`config.mk`:
```
export PLATFORM = sky130hd
export DESIGN_NAME = dual_cam_frame_arbiter_flat
export DESIGN_NICKNAME = d
export VERILOG_FILES = /design/src/rtl/dual_cam_frame_arbiter_pkg.sv /design/src/rtl/dual_cam_frame_arbiter_if.sv /design/src/rtl/dual_cam_frame_arbiter_cam_edge_detect.sv /design/src/rtl/dual_cam_frame_arbiter.sv /design/src/flat_wrapper.sv
export SDC_FILE = /design/constraint.sdc
export NUM_CORES = 1
export LEC_CHECK = 0
export ABC_AREA = 1
export CORE_MARGIN = 8
export CORE_UTILIZATION = 55
export DETAILED_ROUTE_END_ITERATION = 12
export PLACE_DENSITY = 0.89
export SETUP_SLACK_MARGIN = 0.05
export SLEW_MARGIN = 10
export SYNTH_ARGS = -nofsm -noshare
export SYNTH_HDL_FRONTEND = slang
export SYNTH_SLANG_ARGS = --single-unit
```
`constraint.sdc`:
```
create_clock -name clock_in -period 2 [get_ports clock_in]
set_input_delay 0.4 -clock clock_in [delete_from_list [all_inputs] [get_ports clock_in]]
set_output_delay 0.4 -clock clock_in [all_outputs]
set_load 0.01 [all_outputs]
```
`src/rtl/dual_cam_frame_arbiter_pkg.sv`:
```
// Shared types and defaults for the dual-camera frame arbiter.
// Arbiter states, virtual-channel width, default gap/timeout lengths and the per-camera beat struct.
package dual_cam_frame_arbiter_pkg;

    typedef enum logic [1:0] {
        ST_IDLE   = 2'd0,
        ST_STREAM = 2'd1,
        ST_GAP    = 2'd2
    } arb_state_e;

    localparam int VC_W       = 2;
    localparam int DATA_W     = 8;
    localparam int DROP_CNT_W = 16;

    localparam int unsigned DEFAULT_GAP_CYCLES     = 32'd64;
    localparam int unsigned DEFAULT_TIMEOUT_CYCLES = 32'h0100_0000;

    typedef struct packed {
        logic              fv;
        logic              lv;
        logic [DATA_W-1:0] data;
    } cam_beat_t;

endpackage

```
`src/rtl/dual_cam_frame_arbiter_if.sv`:
```
// Camera inputs, TX handshake and arbitrated output stream of the frame arbiter.
// slave = arbiter side, master = camera/TX side.
interface dual_cam_frame_arbiter_if;
    import dual_cam_frame_arbiter_pkg::*;

    logic              cam0_fv;
    logic              cam0_lv;
    logic [DATA_W-1:0] cam0_data;
    logic              cam1_fv;
    logic              cam1_lv;
    logic [DATA_W-1:0] cam1_data;
    logic [1:0]        cam_en;
    logic              tx_ready;

    logic              out_fv;
    logic              out_lv;
    logic [DATA_W-1:0] out_data;
    logic [VC_W-1:0]   out_vc;
    logic              busy;
    logic              timeout_err;

    modport slave (
        input  cam0_fv, cam0_lv, cam0_data,
        input  cam1_fv, cam1_lv, cam1_data,
        input  cam_en, tx_ready,
        output out_fv, out_lv, out_data, out_vc, busy, timeout_err
    );

    modport master (
        output cam0_fv, cam0_lv, cam0_data,
        output cam1_fv, cam1_lv, cam1_data,
        output cam_en, tx_ready,
        input  out_fv, out_lv, out_data, out_vc, busy, timeout_err
    );

endinterface

```
`src/rtl/dual_cam_frame_arbiter_cam_edge_detect.sv`:
```
// Registers a camera frame-valid and flags its rising edge; 1-cycle history, fv_rise is combinational.
// No backpressure: runs every cycle regardless of arbiter state.
module cam_edge_detect (
    input  logic clock_in,
    input  logic reset,
    input  logic fv,
    output logic fv_rise
);

    logic fv_prev_q;
    logic fv_prev_d;

    always_comb begin
        fv_prev_d = fv;
    end

    always_ff @(posedge clock_in) begin
        if (reset) begin
            fv_prev_q <= 1'b0;
        end else begin
            fv_prev_q <= fv_prev_d;
        end
    end

    assign fv_rise = fv & ~fv_prev_q;

endmodule

```
`src/rtl/dual_cam_frame_arbiter.sv`:
```
// Grants whole frames from one of two cameras to a CSI-2 TX; out_* lag the granted camera by 1 cycle.
// Grants only on a fresh fv edge while tx_ready is high; optional drop counters under ARB_DROP_STATS_EN.
module dual_cam_frame_arbiter
    import dual_cam_frame_arbiter_pkg::*;
#(
    parameter int unsigned     GAP_CYCLES     = DEFAULT_GAP_CYCLES,
    parameter int unsigned     TIMEOUT_CYCLES = DEFAULT_TIMEOUT_CYCLES,
    parameter logic [VC_W-1:0] VC0            = 2'd0,
    parameter logic [VC_W-1:0] VC1            = 2'd1
) (
    input  logic                    clock_in,
    input  logic                    reset,
    dual_cam_frame_arbiter_if.slave bus
`ifdef ARB_DROP_STATS_EN
    ,
    output logic [DROP_CNT_W-1:0]   drop_cnt0,
    output logic [DROP_CNT_W-1:0]   drop_cnt1
`endif
);

    localparam int TO_W  = $clog2(TIMEOUT_CYCLES + 1);
    localparam int GAP_W = $clog2(GAP_CYCLES + 1);
    localparam logic [TO_W-1:0]  TO_LAST  = TO_W'(TIMEOUT_CYCLES - 1);
    localparam logic [GAP_W-1:0] GAP_LAST = GAP_W'(GAP_CYCLES - 1);

    arb_state_e       state_q, state_d;
    logic             sel_q, sel_d;
    logic             rr_q, rr_d;
    logic [VC_W-1:0]  vc_q, vc_d;
    logic [TO_W-1:0]  to_cnt_q, to_cnt_d;
    logic [GAP_W-1:0] gap_cnt_q, gap_cnt_d;
    cam_beat_t        out_q, out_d;
    logic             terr_q, terr_d;
    logic             busy_q, busy_d;

    logic      rise0, rise1;
    logic      elig0, elig1;
    cam_beat_t beat0, beat1, sel_beat;

    cam_edge_detect u_edge0 (
        .clock_in (clock_in),
        .reset    (reset),
        .fv       (bus.cam0_fv),
        .fv_rise  (rise0)
    );

    cam_edge_detect u_edge1 (
        .clock_in (clock_in),
        .reset    (reset),
        .fv       (bus.cam1_fv),
        .fv_rise  (rise1)
    );

    assign beat0 = '{fv: bus.cam0_fv, lv: bus.cam0_lv, data: bus.cam0_data};
    assign beat1 = '{fv: bus.cam1_fv, lv: bus.cam1_lv, data: bus.cam1_data};

    // Enable mask and tx_ready only matter at the moment of grant.
    assign elig0 = rise0 & bus.cam_en[0] & bus.tx_ready;
    assign elig1 = rise1 & bus.cam_en[1] & bus.tx_ready;

    always_comb begin
        state_d   = state_q;
        sel_d     = sel_q;
        rr_d      = rr_q;
        vc_d      = vc_q;
        to_cnt_d  = to_cnt_q;
        gap_cnt_d = gap_cnt_q;
        out_d     = '0;
        terr_d    = 1'b0;
        sel_beat  = sel_q ? beat1 : beat0;

        case (state_q)
            ST_IDLE: begin
                if (elig0 || elig1) begin
                    sel_d    = (elig0 && elig1) ? rr_q : elig1;
                    vc_d     = sel_d ? VC1 : VC0;
                    out_d    = sel_d ? beat1 : beat0;
                    to_cnt_d = '0;
                    state_d  = ST_STREAM;
                end
            end
            ST_STREAM: begin
                if (to_cnt_q != '1) begin
                    to_cnt_d = to_cnt_q + 1'b1;
                end
                // A normal frame end wins over a coincident timeout.
                if (!sel_beat.fv) begin
                    state_d   = ST_GAP;
                    gap_cnt_d = '0;
                    rr_d      = ~sel_q;
                end else if (to_cnt_q == TO_LAST) begin
                    state_d   = ST_GAP;
                    gap_cnt_d = '0;
                    rr_d      = ~sel_q;
                    terr_d    = 1'b1;
                end else begin
                    out_d = sel_beat;
                end
            end
            ST_GAP: begin
                if (gap_cnt_q == GAP_LAST) begin
                    state_d = ST_IDLE;
                end else begin
                    gap_cnt_d = gap_cnt_q + 1'b1;
                end
            end
            default: begin
                state_d = ST_IDLE;
            end
        endcase

        busy_d = (state_d != ST_IDLE);
    end

    always_ff @(posedge clock_in) begin
        if (reset) begin
            state_q   <= ST_IDLE;
            sel_q     <= 1'b0;
            rr_q      <= 1'b0;
            vc_q      <= '0;
            to_cnt_q  <= '0;
            gap_cnt_q <= '0;
            out_q     <= '0;
            terr_q    <= 1'b0;
            busy_q    <= 1'b0;
        end else begin
            state_q   <= state_d;
            sel_q     <= sel_d;
            rr_q      <= rr_d;
            vc_q      <= vc_d;
            to_cnt_q  <= to_cnt_d;
            gap_cnt_q <= gap_cnt_d;
            out_q     <= out_d;
            terr_q    <= terr_d;
            busy_q    <= busy_d;
        end
    end

    assign bus.out_fv      = out_q.fv;
    assign bus.out_lv      = out_q.lv;
    assign bus.out_data    = out_q.data;
    assign bus.out_vc      = vc_q;
    assign bus.busy        = busy_q;
    assign bus.timeout_err = terr_q;

`ifdef ARB_DROP_STATS_EN
    logic [DROP_CNT_W-1:0] drop0_q, drop0_d;
    logic [DROP_CNT_W-1:0] drop1_q, drop1_d;
    logic                  take0, take1;

    always_comb begin
        take0   = (state_q == ST_IDLE) && (state_d == ST_STREAM) && !sel_d;
        take1   = (state_q == ST_IDLE) && (state_d == ST_STREAM) &&  sel_d;
        drop0_d = drop0_q;
        drop1_d = drop1_q;
        if (rise0 && !take0 && (drop0_q != '1)) begin
            drop0_d = drop0_q + 1'b1;
        end
        if (rise1 && !take1 && (drop1_q != '1)) begin
            drop1_d = drop1_q + 1'b1;
        end
    end

    always_ff @(posedge clock_in) begin
        if (reset) begin
            drop0_q <= '0;
            drop1_q <= '0;
        end else begin
            drop0_q <= drop0_d;
            drop1_q <= drop1_d;
        end
    end

    assign drop_cnt0 = drop0_q;
    assign drop_cnt1 = drop1_q;
`endif

endmodule

```
`src/flat_wrapper.sv`:
```
// flat-port wrapper written by rule: the top's interface ports become plain ports
module dual_cam_frame_arbiter_flat import dual_cam_frame_arbiter_pkg::*;
#(
    parameter int unsigned     GAP_CYCLES     = DEFAULT_GAP_CYCLES,
    parameter int unsigned     TIMEOUT_CYCLES = DEFAULT_TIMEOUT_CYCLES,
    parameter logic [VC_W-1:0] VC0            = 2'd0,
    parameter logic [VC_W-1:0] VC1            = 2'd1
)
  (clock_in, reset, bus_cam0_fv, bus_cam0_lv, bus_cam0_data, bus_cam1_fv, bus_cam1_lv, bus_cam1_data, bus_cam_en, bus_tx_ready, bus_out_fv, bus_out_lv, bus_out_data, bus_out_vc, bus_busy, bus_timeout_err);
  dual_cam_frame_arbiter_if bus_i ();
  input  logic clock_in;
  input  logic reset;
  input wire logic [$bits(bus_i.cam0_fv)-1:0] bus_cam0_fv;
  input wire logic [$bits(bus_i.cam0_lv)-1:0] bus_cam0_lv;
  input wire logic [$bits(bus_i.cam0_data)-1:0] bus_cam0_data;
  input wire logic [$bits(bus_i.cam1_fv)-1:0] bus_cam1_fv;
  input wire logic [$bits(bus_i.cam1_lv)-1:0] bus_cam1_lv;
  input wire logic [$bits(bus_i.cam1_data)-1:0] bus_cam1_data;
  input wire logic [$bits(bus_i.cam_en)-1:0] bus_cam_en;
  input wire logic [$bits(bus_i.tx_ready)-1:0] bus_tx_ready;
  output wire logic [$bits(bus_i.out_fv)-1:0] bus_out_fv;
  output wire logic [$bits(bus_i.out_lv)-1:0] bus_out_lv;
  output wire logic [$bits(bus_i.out_data)-1:0] bus_out_data;
  output wire logic [$bits(bus_i.out_vc)-1:0] bus_out_vc;
  output wire logic [$bits(bus_i.busy)-1:0] bus_busy;
  output wire logic [$bits(bus_i.timeout_err)-1:0] bus_timeout_err;
  assign bus_i.cam0_fv = bus_cam0_fv;
  assign bus_i.cam0_lv = bus_cam0_lv;
  assign bus_i.cam0_data = bus_cam0_data;
  assign bus_i.cam1_fv = bus_cam1_fv;
  assign bus_i.cam1_lv = bus_cam1_lv;
  assign bus_i.cam1_data = bus_cam1_data;
  assign bus_i.cam_en = bus_cam_en;
  assign bus_i.tx_ready = bus_tx_ready;
  assign bus_out_fv = bus_i.out_fv;
  assign bus_out_lv = bus_i.out_lv;
  assign bus_out_data = bus_i.out_data;
  assign bus_out_vc = bus_i.out_vc;
  assign bus_busy = bus_i.busy;
  assign bus_timeout_err = bus_i.timeout_err;
  dual_cam_frame_arbiter #(.GAP_CYCLES(GAP_CYCLES), .TIMEOUT_CYCLES(TIMEOUT_CYCLES), .VC0(VC0), .VC1(VC1)) u_core (.clock_in(clock_in), .reset(reset), .bus(bus_i));
endmodule
```
### After elaboration in Yosys (flattened, before gate mapping)

Index checks and enable logic that the tools add are counted.
Widths: inputs -> output; s select.

| storage, ports and cells | value |
|---|---|
| flip-flop bits (word level) | 52 |
| latch bits | 0 |
| RAM bits | 0 |
| memory bits (read-only) | 0 |
| input bits | 25 |
| output and inout port bits | 14 |
| word-level logic and storage cells | 70 |
| memories | 0 |

| operators by class | value |
|---|---|
| add/subtract/negate cells | 2 |
| multiply operators | 0 |
| divide/modulo/power cells | 0 |
| order comparisons | 0 |
| equality and inequality tests | 10 |
| shift operators | 0 |
| multiplexer cells | 23 |
| bitwise gates (word level) | 11 |
| reductions and logical operators | 11 |

Operators with widths:

| kind | number |
|---|---|
| $mux 10 | 5 |
| $mux 25 | 2 |
| $pmux 25 s2 | 1 |
| $add 25x1->25 const B | 1 |
| $eq 25x24->1 const B | 1 |
| $ne 25x25->1 const B | 1 |
| $mux 7 | 3 |
| $pmux 10 s2 | 1 |
| $pmux 7 s2 | 1 |
| $mux 2 | 4 |
| $add 7x1->7 const B | 1 |
| $eq 7x6->1 const B | 1 |
| $and 1x1->1 | 6 |
| $pmux 2 s3 | 1 |
| $reduce_and 3->1 | 2 |
| $reduce_bool 2->1 | 3 |
| $mux 1 | 5 |
| $not 1->1 | 5 |
| $ne 2x1->1 const B | 2 |
| $ne 2x2->1 const B | 2 |
| $reduce_and 2->1 | 2 |
| $ne 3x3->1 const B | 1 |
| $reduce_or 3->1 | 1 |
| $eq 2x1->1 const B | 1 |
| other kinds (4) | 4 |

### Logic depth before layout (Yosys ltp)

Gate-level depths: netlist of run 1.

| logic depth | value |
|---|---|
| depth in word-level cells | 9 |
| mapped depth | 13 |
| mapped depth without buffers | 11 |

### Hierarchy

From an unflattened synthesis of run 1, not the netlist that was laid out.

| unflattened totals | value |
|---|---|
| cells, all modules | 418 |
| area, all modules | 2745.1 um2 |

By module, submodules not included:

| module | times used | cells an instance | area an instance (um2) | seq. area each (um2) |
|---|---|---|---|---|
| dual_cam_frame_arbiter | 1 | 410 | 2682.6 | 960.9 |
| cam_edge_detect | 2 | 4 | 31.3 | 20.0 |

### Worst setup path before layout of run 1

Ideal clock, no wire load.

| timing | value |
|---|---|
| path kind | flip-flop to flip-flop |
| start point | register u_core.state_q[1] |
| end point | register u_core.to_cnt_q[3] |
| library setup time | 115 ps |
| data arrival time | 1530 ps |
| required time | 1885 ps |
| path slack | 356 ps |
| stages on the path, launching flop included | 13 |
| buffers on the path | 3 |
| period minus slack after synthesis | 1644 ps |
| cell sequence | dfxtp_1 inv_1 ha_1 buf_2 inv_1 nand2_1 nand2_1 inv_1 nand2_2 buf_6 buf_12 nor2_2 o21a_1 |

| between the ends | value |
|---|---|
| longest elaborated chain between the ends | 3 |
| elaborated cells on any way between the ends | 7 |
| classes of those cells | eq/ne: 3; mux: 1; reduce/logical: 3 |

Ends and longest elaborated chain:

| element | line | RTL |
|---|---|---|
| start: declaration | dual_cam_frame_arbiter.sv:26 | `arb_state_e state_q, state_d;` |
| start signal: assignment | dual_cam_frame_arbiter.sv:127 | `state_q <= state_d;` |
| $eq 2x1->1 / $logic_not 2->1 (equally long branches) | dual_cam_frame_arbiter.sv:72 | `case (state_q)` |
| $ne 2x1->1 (no source line) / $reduce_bool 2->1 (equally long branches) | -- |  |
| $reduce_and 3->1 (no source line) | -- |  |
| end signal: assignment | dual_cam_frame_arbiter.sv:131 | `to_cnt_q <= to_cnt_d;` |
| end: declaration | dual_cam_frame_arbiter.sv:30 | `logic [TO_W-1:0] to_cnt_q, to_cnt_d;` |

Parallel ways exist; a longest one is shown, timed or not.
A chain may end at the register's enable or synchronous reset.

### Final worst setup path of run 1

| timing | value |
|---|---|
| start point | register u_core.to_cnt_q[4] |
| end point | register u_core.to_cnt_q[17] |

| between the ends | value |
|---|---|
| longest elaborated chain between the ends | 3 |
| elaborated cells on any way between the ends | 6 |
| classes of those cells | add/sub: 1; eq/ne: 2; mux: 2; reduce/logical: 1 |

Ends and longest elaborated chain:

| element | line |
|---|---|
| $add 25x1->25 / $ne 25x25->1 (equally long branches) | dual_cam_frame_arbiter.sv:84, dual_cam_frame_arbiter.sv:83 |
| $mux 25 / $ne 2x1->1 (equally long branches) | -- |
| $pmux 25 s2 / $reduce_and 3->1 (equally long branches) | -- |

Parallel ways exist; a longest one is shown, timed or not. The select of a mux whose other input is x is not followed.

==> metrics.log, run 1 <==
INFO  metric grt_pass1_wl = 12,640 microns
INFO  metric p_per_area = 592.6 mW/mm^2
INFO  metric report.final.setup_viol = 0
INFO  metric drtAntennaViolNets = 0
INFO  metric reg2reg_to = u_core.to_cnt_q[17]$_SDFFE_PP0P_
INFO  metric area_fraction_of_the_dominant_cell_type_after_synthesis = 34.04%
INFO  metric path_common_cell = sky130_fd_sc_hd__nand2_1
INFO  metric postSynth.topFlopCell = sky130_fd_sc_hd__dfxtp_1
INFO  metric cap_viol_max_count = 0
INFO  metric row_count = 26
INFO  metric synth_cell_area = 0.002940 sq mm
INFO  metric slew_violations = 0
INFO  metric post_route_cell_area = 0.003627 sq mm
INFO  metric timing.critical_path.required = 2.20 ns
INFO  metric ff2ff_setup_slack = 0.22 ns
INFO  metric min_clock_period_post_route = 1.785 ns
INFO  metric ys_ff_latch = 50
INFO  metric cts_root_buffer = sky130_fd_sc_hd__clkbuf_8
INFO  metric tritoncts.num_buffers = 5
INFO  metric min-delay-path-class = flop to flop
INFO  metric clock_sinks = 50
INFO  metric area_enclosed_by_the_die_boundary = 0.007941 sq mm
INFO  metric ys_top_cells_by_area = sky130_fd_sc_hd__dfxtp_1 34%, sky130_fd_sc_hd__nand2_1 15%, sky130_fd_sc_hd__inv_1 8.9%
INFO  metric worst-path-max-fanout = 6
INFO  metric layout.nets = 537
INFO  metric clock_latency = 0.30 ns
INFO  metric grt_antenna_before_repair = 0
INFO  metric synth_nets = 483
INFO  metric synthMostInstantiatedCell = sky130_fd_sc_hd__nand2_1
INFO  metric placed_cell_area = 0.003525 sq mm
INFO  metric timing.critical_path.from_type = flop
INFO  metric whs_path_depth = 2
INFO  metric synthToLayoutAreaGrowth = 23.36%
INFO  metric drive_gt1_share = 10.87%
INFO  metric routabilityCongestion = 0.9121
INFO  metric tritoncts = yes
INFO  metric crit_family = simple AND/OR/NAND/NOR gates
INFO  metric synth_cell_type_count = 39
INFO  metric slowest_stage = sky130_fd_sc_hd__dfxtp_1
INFO  metric critical_path.cell_chain = nand2_1 > nor2_1 > nand3_1 > nor2_4 > nand2_1 > nor2_1 > nand2_1 > nand3_1 > nand2_1
INFO  metric outcome = completed
INFO  metric worst_clock_skew = 0.008851 ns
INFO  metric worstHoldEndpoint = u_core.to_cnt_q[17]$_SDFFE_PP0P_
INFO  metric post_synth_most_frequent_cells = 118 x sky130_fd_sc_hd__nand2_1, 70 x sky130_fd_sc_hd__inv_1, 50 x sky130_fd_sc_hd__dfxtp_1, 50 x sky130_fd_sc_hd__nor2_1, 31 x sky130_fd_sc_hd__nand3_1
INFO  metric worst-r2r-cell-count = 9
INFO  metric synth-edff-count = 0
INFO  metric grtUsageTotal = 19.59%
INFO  metric synthCells = 452
INFO  metric clock_tree.buffer_depth = 2
INFO  metric finalWirelength = 7402 microns
INFO  metric post_synth.cell_area_avg = 6.505 sq um
INFO  metric postSynth.asyncResetShare = 0%
INFO  metric htreeDepth = 2
INFO  metric floorplan.initialDensity = 57.21%
INFO  metric drc = 0
INFO  metric n_antenna_cell = 0
INFO  metric reg2reg_from = u_core.to_cnt_q[4]$_SDFFE_PP0P_
INFO  metric clock.fmax = 560.3 MHz
INFO  metric rsz0062_at_grt = false
INFO  metric numPortBuffers = 37
INFO  metric pin_count_of_the_biggest_net_entering_global_routing = 20
INFO  metric firstDrtPassIters = 4
INFO  metric synth_sequential_area_ratio = 34.04%
INFO  metric avgViaCountPerCell = 5.193
INFO  metric grt-ovfl-total = 0
INFO  metric vdd_drop_max = 361.9 uV
INFO  metric worstPathBufferInverterCount = 0
INFO  metric period_share = 89.24%
INFO  metric detail_route.wl_per_cell = 12.85 microns
INFO  metric via_count = 2,991
INFO  metric detailedRoute.firstIterationViolations = 154
INFO  metric via_count_of_the_first_global_routing_pass = 2,966
INFO  metric timing.critical_path.arrival = 1.99 ns
INFO  metric ioPinCount = 39
INFO  metric final-hold-violation-count = 0
INFO  metric critical_path.max_stage_delay = 0.43 ns
INFO  metric synth_top_cell_by_area = sky130_fd_sc_hd__dfxtp_1
INFO  metric criticalPathCategory = flop to flop
INFO  metric die_w = 89.12 microns
INFO  metric yosysWarnings = 0
INFO  metric dpl.hpwl = 5631 microns
INFO  metric power = 2.149 mW
INFO  metric timing.critical_path.to_type = flop
INFO  metric hold_path_startpoint = u_core.to_cnt_q[17]$_SDFFE_PP0P_
INFO  metric power.leakage = 1.671 nW
INFO  metric worst_setup_hold_path_clk_slew = 0.10 ns
INFO  metric coreArea = 0.005140 sq mm
INFO  metric nFillCells = 432
INFO  metric die_h = 89.12 microns
-- report_power, final --
part,internal [mW],total (mW),switching [mW]
logic,0.222,0.486,0.264
registers,1.04,1.08,0.0363
clock network,0.240,0.586,0.347
-- logic make-up after synthesis --
group	synth area share [%]
and+or+nand+nor	34.64
buffers and inverters	12.30
AOI/OAI and AO/OA	15.15
DFF	34.04
adders and majority gates	2.553
xor gates and xnor gates	1.192
other	0.1275
-- cell type report --
cell class | count | area, sq um | area share [%]
clock buffers | 5 | 68.82 | 1.897
flip-flops and latches | 50 | 1001 | 27.60
inverters | 72 | 270.3 | 7.451
repair buffers | 61 | 591.8 | 16.32
multi-input cells | 316 | 1593 | 43.91
well taps | 70 | 87.58 | 2.415
clock inverters | 2 | 15.01 | 0.4139
-- registers in the layout (all words and copies together) (netlist names) --
name	cells
u_core.bus.out_vc	1
u_core.bus.timeout_err	1
u_core.state_q	2
u_core.gap_cnt_q	7
u_core.u_edge0.fv_prev_q	1
u_core.to_cnt_q	25
u_core.bus.out_fv	1
u_core.bus.busy	1
u_core.bus.out_data	8
u_core.rr_q	1
u_core.bus.out_lv	1
u_core.u_edge1.fv_prev_q	1
-- how the worst max path moves through the flow --
stage / start / to / depth (start not counted)
2_1_floorplan: u_core.state_q[1]$_SDFF_PP0_ / u_core.to_cnt_q[3]$_SDFFE_PP0P_ / 12
3_3_place_gp: bus_tx_ready / u_core.to_cnt_q[8]$_SDFFE_PP0P_ / 11
3_5_place_dp: bus_tx_ready / u_core.to_cnt_q[12]$_SDFFE_PP0P_ / 11
4_1_cts: u_core.to_cnt_q[1]$_SDFFE_PP0P_ / u_core.to_cnt_q[12]$_SDFFE_PP0P_ / 11
5_1_grt: u_core.to_cnt_q[1]$_SDFFE_PP0P_ / u_core.to_cnt_q[8]$_SDFFE_PP0P_ / 11
6_report: u_core.to_cnt_q[4]$_SDFFE_PP0P_ / u_core.to_cnt_q[17]$_SDFFE_PP0P_ / 9
-- metal layers --
layer	share of wire, %	global-route usage [%]
met4	1.3	6.193
met3	6.4	3.125
met5	0	0
met1	43	21.81
met2	49	36.77
-- repair_timing --
action / CTS / global route
resized for setup: 0 / 4
setup endpoints to repair: 0 / 5
hold buffers: 0 / 0
buffers inserted: 0 / 0
-- cell usage in the layout (no fill, tap or decap), drive strengths merged, types with 2 or more instances in the layout --
| cell type | synthesis | final |
|---|---|---|
| a21oi | 33 | 33 |
| buf | 8 | 24 |
| clkbuf | 6 | 5 |
| clkdlybuf4s50 | 0 | 37 |
| clkinvlp | 0 | 2 |
| dfxtp | 50 | 50 |
| ha | 6 | 6 |
| inv | 71 | 71 |
| nand2 | 125 | 125 |
| nand3 | 33 | 33 |
| nand4 | 8 | 8 |
| nor2 | 56 | 56 |
| nor3 | 2 | 2 |
| nor3b | 3 | 3 |
| o211ai | 8 | 8 |
| o21ai | 27 | 27 |
| o21bai | 4 | 4 |
| xor2 | 3 | 3 |
-- worst reg2reg max path, cell delays in order (launching register included) --
cell and delay, ns:
sky130_fd_sc_hd__dfxtp_1 0.43, sky130_fd_sc_hd__nand2_1 0.12, sky130_fd_sc_hd__nor2_1 0.18, sky130_fd_sc_hd__nand3_1 0.22, sky130_fd_sc_hd__nor2_4 0.18, sky130_fd_sc_hd__nand2_1 0.14, sky130_fd_sc_hd__nor2_1 0.21, sky130_fd_sc_hd__nand2_1 0.08
sky130_fd_sc_hd__nand3_1 0.08, sky130_fd_sc_hd__nand2_1 0.05
-- through the flow --
| stage | hold slack (ns) | utilization [%] | worst slack, ns | std cells | TNS, ns |
|---|---|---|---|---|---|
| final | 0.4776 | 70.57 | 0.2153 | 576 | 0 |
| after detailed placement | 0.4629 | 68.57 | -0.01005 | 569 | -0.01005 |
| after global placement | 0.4547 | 68.57 | 0.08404 | 569 | 0 |
| after floorplan | 0.4398 | - | 0.3555 | 452 | 0 |
| after CTS | 0.4773 | 70.20 | 0.1860 | 576 | 0 |
| after global routing | 0.4892 | 70.57 | 0.06141 | 576 | 0 |
(Power assumes the default switching activity.)
==> inputs of run 2 (changes only) <==
ABC_AREA = not set   (was 1)
CORE_UTILIZATION = 53   (was 55)
PLACE_DENSITY = 0.88   (was 0.89)
SYNTH_HIERARCHICAL = 1   (was not set)
==> run 2 against run 1 <==
The run now ends with setup timing left; non-clock buffer count is 45 higher; combinational power shrank 45%; synthesized area shrank 17%; highest routed layer unchanged; synthesized cell count fell by 40%; sequential share of layout area down 0.96 points; critical endpoint is now u_core/bus.out_data[2]$_SDFF_PP0_; clock-buffer cell count is the same; first-iteration DRC count increased to 3.0 times the previous value; clock power grew 26%; clock skew is 0.0014 ns higher.
==> metrics.log, run 2 <==
INFO  metric drc = 0
INFO  metric cap_viol_max_count = 0
INFO  metric fin_cells = 422
INFO  metric final_common_cell = sky130_fd_sc_hd__buf_4
INFO  metric commonest_non_fill_non_tap_cells_in_the_layout = 57 x sky130_fd_sc_hd__buf_4, 37 x sky130_fd_sc_hd__dfxtp_1, 32 x sky130_fd_sc_hd__clkdlybuf4s50_1, 17 x sky130_fd_sc_hd__a21oi_1, 16 x sky130_fd_sc_hd__nand2_1
INFO  metric ys_ff_latch = 50
INFO  metric reg2reg_from = u_core/to_cnt_q[0]$_SDFFE_PP0P_
INFO  metric worst-path-max-fanout = 8
INFO  metric floorplan.initialDensity = 55.59%
INFO  metric vdd_drop_max = 455.3 uV
INFO  metric gr-usage-met3 = 6.934%
INFO  metric numPortBuffers = 37
INFO  metric postLayoutCoreUtil = 87.10%
INFO  metric area_fraction_of_the_dominant_cell_type_after_synthesis = 41.07%
INFO  metric finalWirelength = 10,260 microns
INFO  metric p_per_area = 531.8 mW/mm^2
INFO  metric worst_setup_hold_path_clk_slew = 0.10 ns
INFO  metric global_routing_usage_on_met1 = 28.72%
INFO  metric die_h = 83.82 microns
INFO  metric post_synth_most_frequent_cells = 50 x sky130_fd_sc_hd__dfxtp_1, 31 x sky130_fd_sc_hd__a21oi_1, 19 x sky130_fd_sc_hd__nand2_1, 19 x sky130_fd_sc_hd__o31ai_1, 17 x sky130_fd_sc_hd__or4_1
INFO  metric synth_cell_area = 0.002437 sq mm
INFO  metric via_count = 3,002
INFO  metric worstHoldEndpoint = u_core/gap_cnt_q[6]$_SDFFE_PP0P_
INFO  metric crit_family = simple AND/OR/NAND/NOR gates
INFO  metric violations = setup timing
INFO  metric synth-edff-count = 0
INFO  metric die_w = 83.82 microns
INFO  metric power = 2.031 mW
INFO  metric worst-r2r-cell-count = 6
INFO  metric outcome = finished with violations
INFO  metric grt_util_met2 = 43.16%
INFO  metric coreArea = 0.004384 sq mm
INFO  metric worstPathBufferInverterCount = 0
INFO  metric synth_sequential_area_ratio = 41.07%
INFO  metric htreeDepth = 2
INFO  metric slowest_stage = sky130_fd_sc_hd__or4_4
INFO  metric period_share = 106.0%
INFO  metric busiest_grt_layer = met2
INFO  metric detailedRoute.firstIterationViolations = 458
INFO  metric synth_nets = 300
INFO  metric ioPinCount = 39
INFO  metric synthToLayoutAreaGrowth = 56.67%
INFO  metric setup_total_negative_slack = -1.087 ns
INFO  metric fin_worst_hold_slack = 0.4638 ns
INFO  metric slew_violations = 0
INFO  metric timing.critical_path.from_type = flop
INFO  metric whs_path_depth = 1
INFO  metric postSynth.topFlopCell = sky130_fd_sc_hd__dfxtp_1
INFO  metric placed_cell_area = 0.003272 sq mm
INFO  metric detail_route.wl_per_cell = 24.30 microns
INFO  metric critical_path.cell_chain = ha_4 > nand3_4 > or4_4 > or3_4 > a32o_2 > a22o_1
INFO  metric drtAntennaViolNets = 0
INFO  metric hold_path_startpoint = u_core/gap_cnt_q[6]$_SDFFE_PP0P_
INFO  metric firstDrtPassIters = 5
INFO  metric timing.critical_path.to_type = flop
INFO  metric criticalPathCategory = flop to flop
INFO  metric layout.nets = 396
INFO  metric grt-ovfl-total = 0
INFO  metric timing.critical_path.required = 2.20 ns
INFO  metric report.final.setup_viol = 17
INFO  metric postSynth.asyncResetShare = 0%
INFO  metric clock.fmax = 471.9 MHz
INFO  metric post_route_cell_area = 0.003819 sq mm
INFO  metric ys_top_cells_by_area = sky130_fd_sc_hd__dfxtp_1 41%, sky130_fd_sc_hd__a21oi_1 6.4%, sky130_fd_sc_hd__o31ai_1 5.9%
INFO  metric clock_tree.buffer_depth = 2
INFO  metric largest_register_ff_count = 25
INFO  metric pin_count_of_the_biggest_net_entering_global_routing = 21
INFO  metric synthCells = 273
INFO  metric timing.critical_path.arrival = 2.32 ns
INFO  metric final-hold-violation-count = 0
INFO  metric drive_gt1_share = 41.35%
INFO  metric ff2ff_setup_slack = -0.12 ns
INFO  metric post_synth.cell_area_avg = 8.928 sq um
INFO  metric reg2reg_to = u_core/bus.out_data[2]$_SDFF_PP0_
INFO  metric postCtsHoldBufs = 0
INFO  metric row_count = 24
INFO  metric final_critical_path_setup_slack = -0.1192 ns
INFO  metric tritoncts.num_buffers = 5
INFO  metric max_slew.worst_pin.slew = 0.6662 ns
INFO  metric n_antenna_cell = 0
INFO  metric tritoncts = yes
INFO  metric grtUsageTotal = 25.95%
INFO  metric area_enclosed_by_the_die_boundary = 0.007025 sq mm
INFO  metric rsz0062_at_grt = true
INFO  metric yosysWarnings = 6
INFO  metric worst_clock_skew = 0.01020 ns
INFO  metric pre_cts_slack = -0.5001 ns
INFO  metric routabilityCongestion = 0.8989
INFO  metric synth_top_cell_by_area = sky130_fd_sc_hd__dfxtp_1
INFO  metric grt_pass1_wl = 14,960 microns
INFO  metric dp_cells = 400
INFO  metric via_count_of_the_first_global_routing_pass = 2,900
INFO  metric registers.top_by_ff_count = u_core/to_cnt_q
INFO  metric dpl.hpwl = 5127 microns
INFO  metric clock_latency = 0.32 ns
INFO  metric synthMostInstantiatedCell = sky130_fd_sc_hd__dfxtp_1
INFO  metric min-delay-path-class = flop to flop
INFO  metric critical_path.max_stage_delay = 0.45 ns
INFO  metric cts_root_buffer = sky130_fd_sc_hd__clkbuf_8
INFO  metric min_clock_period_post_route = 2.119 ns
INFO  metric clock_sinks = 50
INFO  metric power.leakage = 1.392 nW
INFO  metric avgViaCountPerCell = 7.114
INFO  metric synth_cell_type_count = 49
INFO  metric slew_headroom = 55.29%
INFO  metric grt_antenna_before_repair = 0
run 2: layer usage:
layer / wire (microns) / part of all wire (%) / vias to the layer above
met5: 0 / 0 / -
met4: 611 / 6.0 / 0
met3: 1161 / 11 / 84
met2: 4781 / 47 / 292
met1: 3702 / 36 / 1383
li1: - / - / 1243
run 2: what timing repair did:
item,CTS,global route
gates cloned,3,1
setup endpoints to repair,37,36
resized for setup,34,43
buffers inserted,5,6
pin swaps,15,25
endpoints found under the hold margin,0,0
run 2: kinds of logic after synthesis:
kind of cell	Yosys count	synth area share (%)
fa+ha+maj	2	1.027
mux	6	2.567
xor+xnor	3	1.078
other cells	1	0.1539
flops	50	41.07
simple gates	111	28.08
buf+inv	19	3.388
compound gates	81	22.64
run 2: worst max path at each step:
stage               slack (ns)  cells after the start                                 to                              from
floorplan                 0.01                      6  u_core/bus.out_data[0]$_SDFF_PP0_  u_core/to_cnt_q[16]$_SDFFE_PP0P_
global route             -0.20                      6       u_core/bus.out_lv$_SDFF_PP0_   u_core/to_cnt_q[0]$_SDFFE_PP0P_
detailed placement       -0.50                      8  u_core/bus.out_data[2]$_SDFF_PP0_                      bus_tx_ready
finish                   -0.12                      6  u_core/bus.out_data[2]$_SDFF_PP0_   u_core/to_cnt_q[0]$_SDFFE_PP0P_
CTS                      -0.13                      6  u_core/bus.out_data[2]$_SDFF_PP0_   u_core/to_cnt_q[1]$_SDFFE_PP0P_
global placement         -0.40                      8   u_core/to_cnt_q[19]$_SDFFE_PP0P_                       bus_cam1_fv
run 2: power breakdown:
part	leakage [nW]	internal (mW)	switching, mW
logic	0.930	0.139	0.130
clock network	0.0504	0.372	0.366
registers	0.411	1.01	0.0114
run 2: area by class of cell:
type                            count  area, sq um
Multi-Input combinational cell    204         1607
Sequential cell                    50         1017
Timing Repair Buffer              106         1008
Fill cell                         196        565.5
Clock buffer                        5        68.82
Tap cell                           52        65.06
Clock inverter                      3        45.04
Inverter                            2        7.507
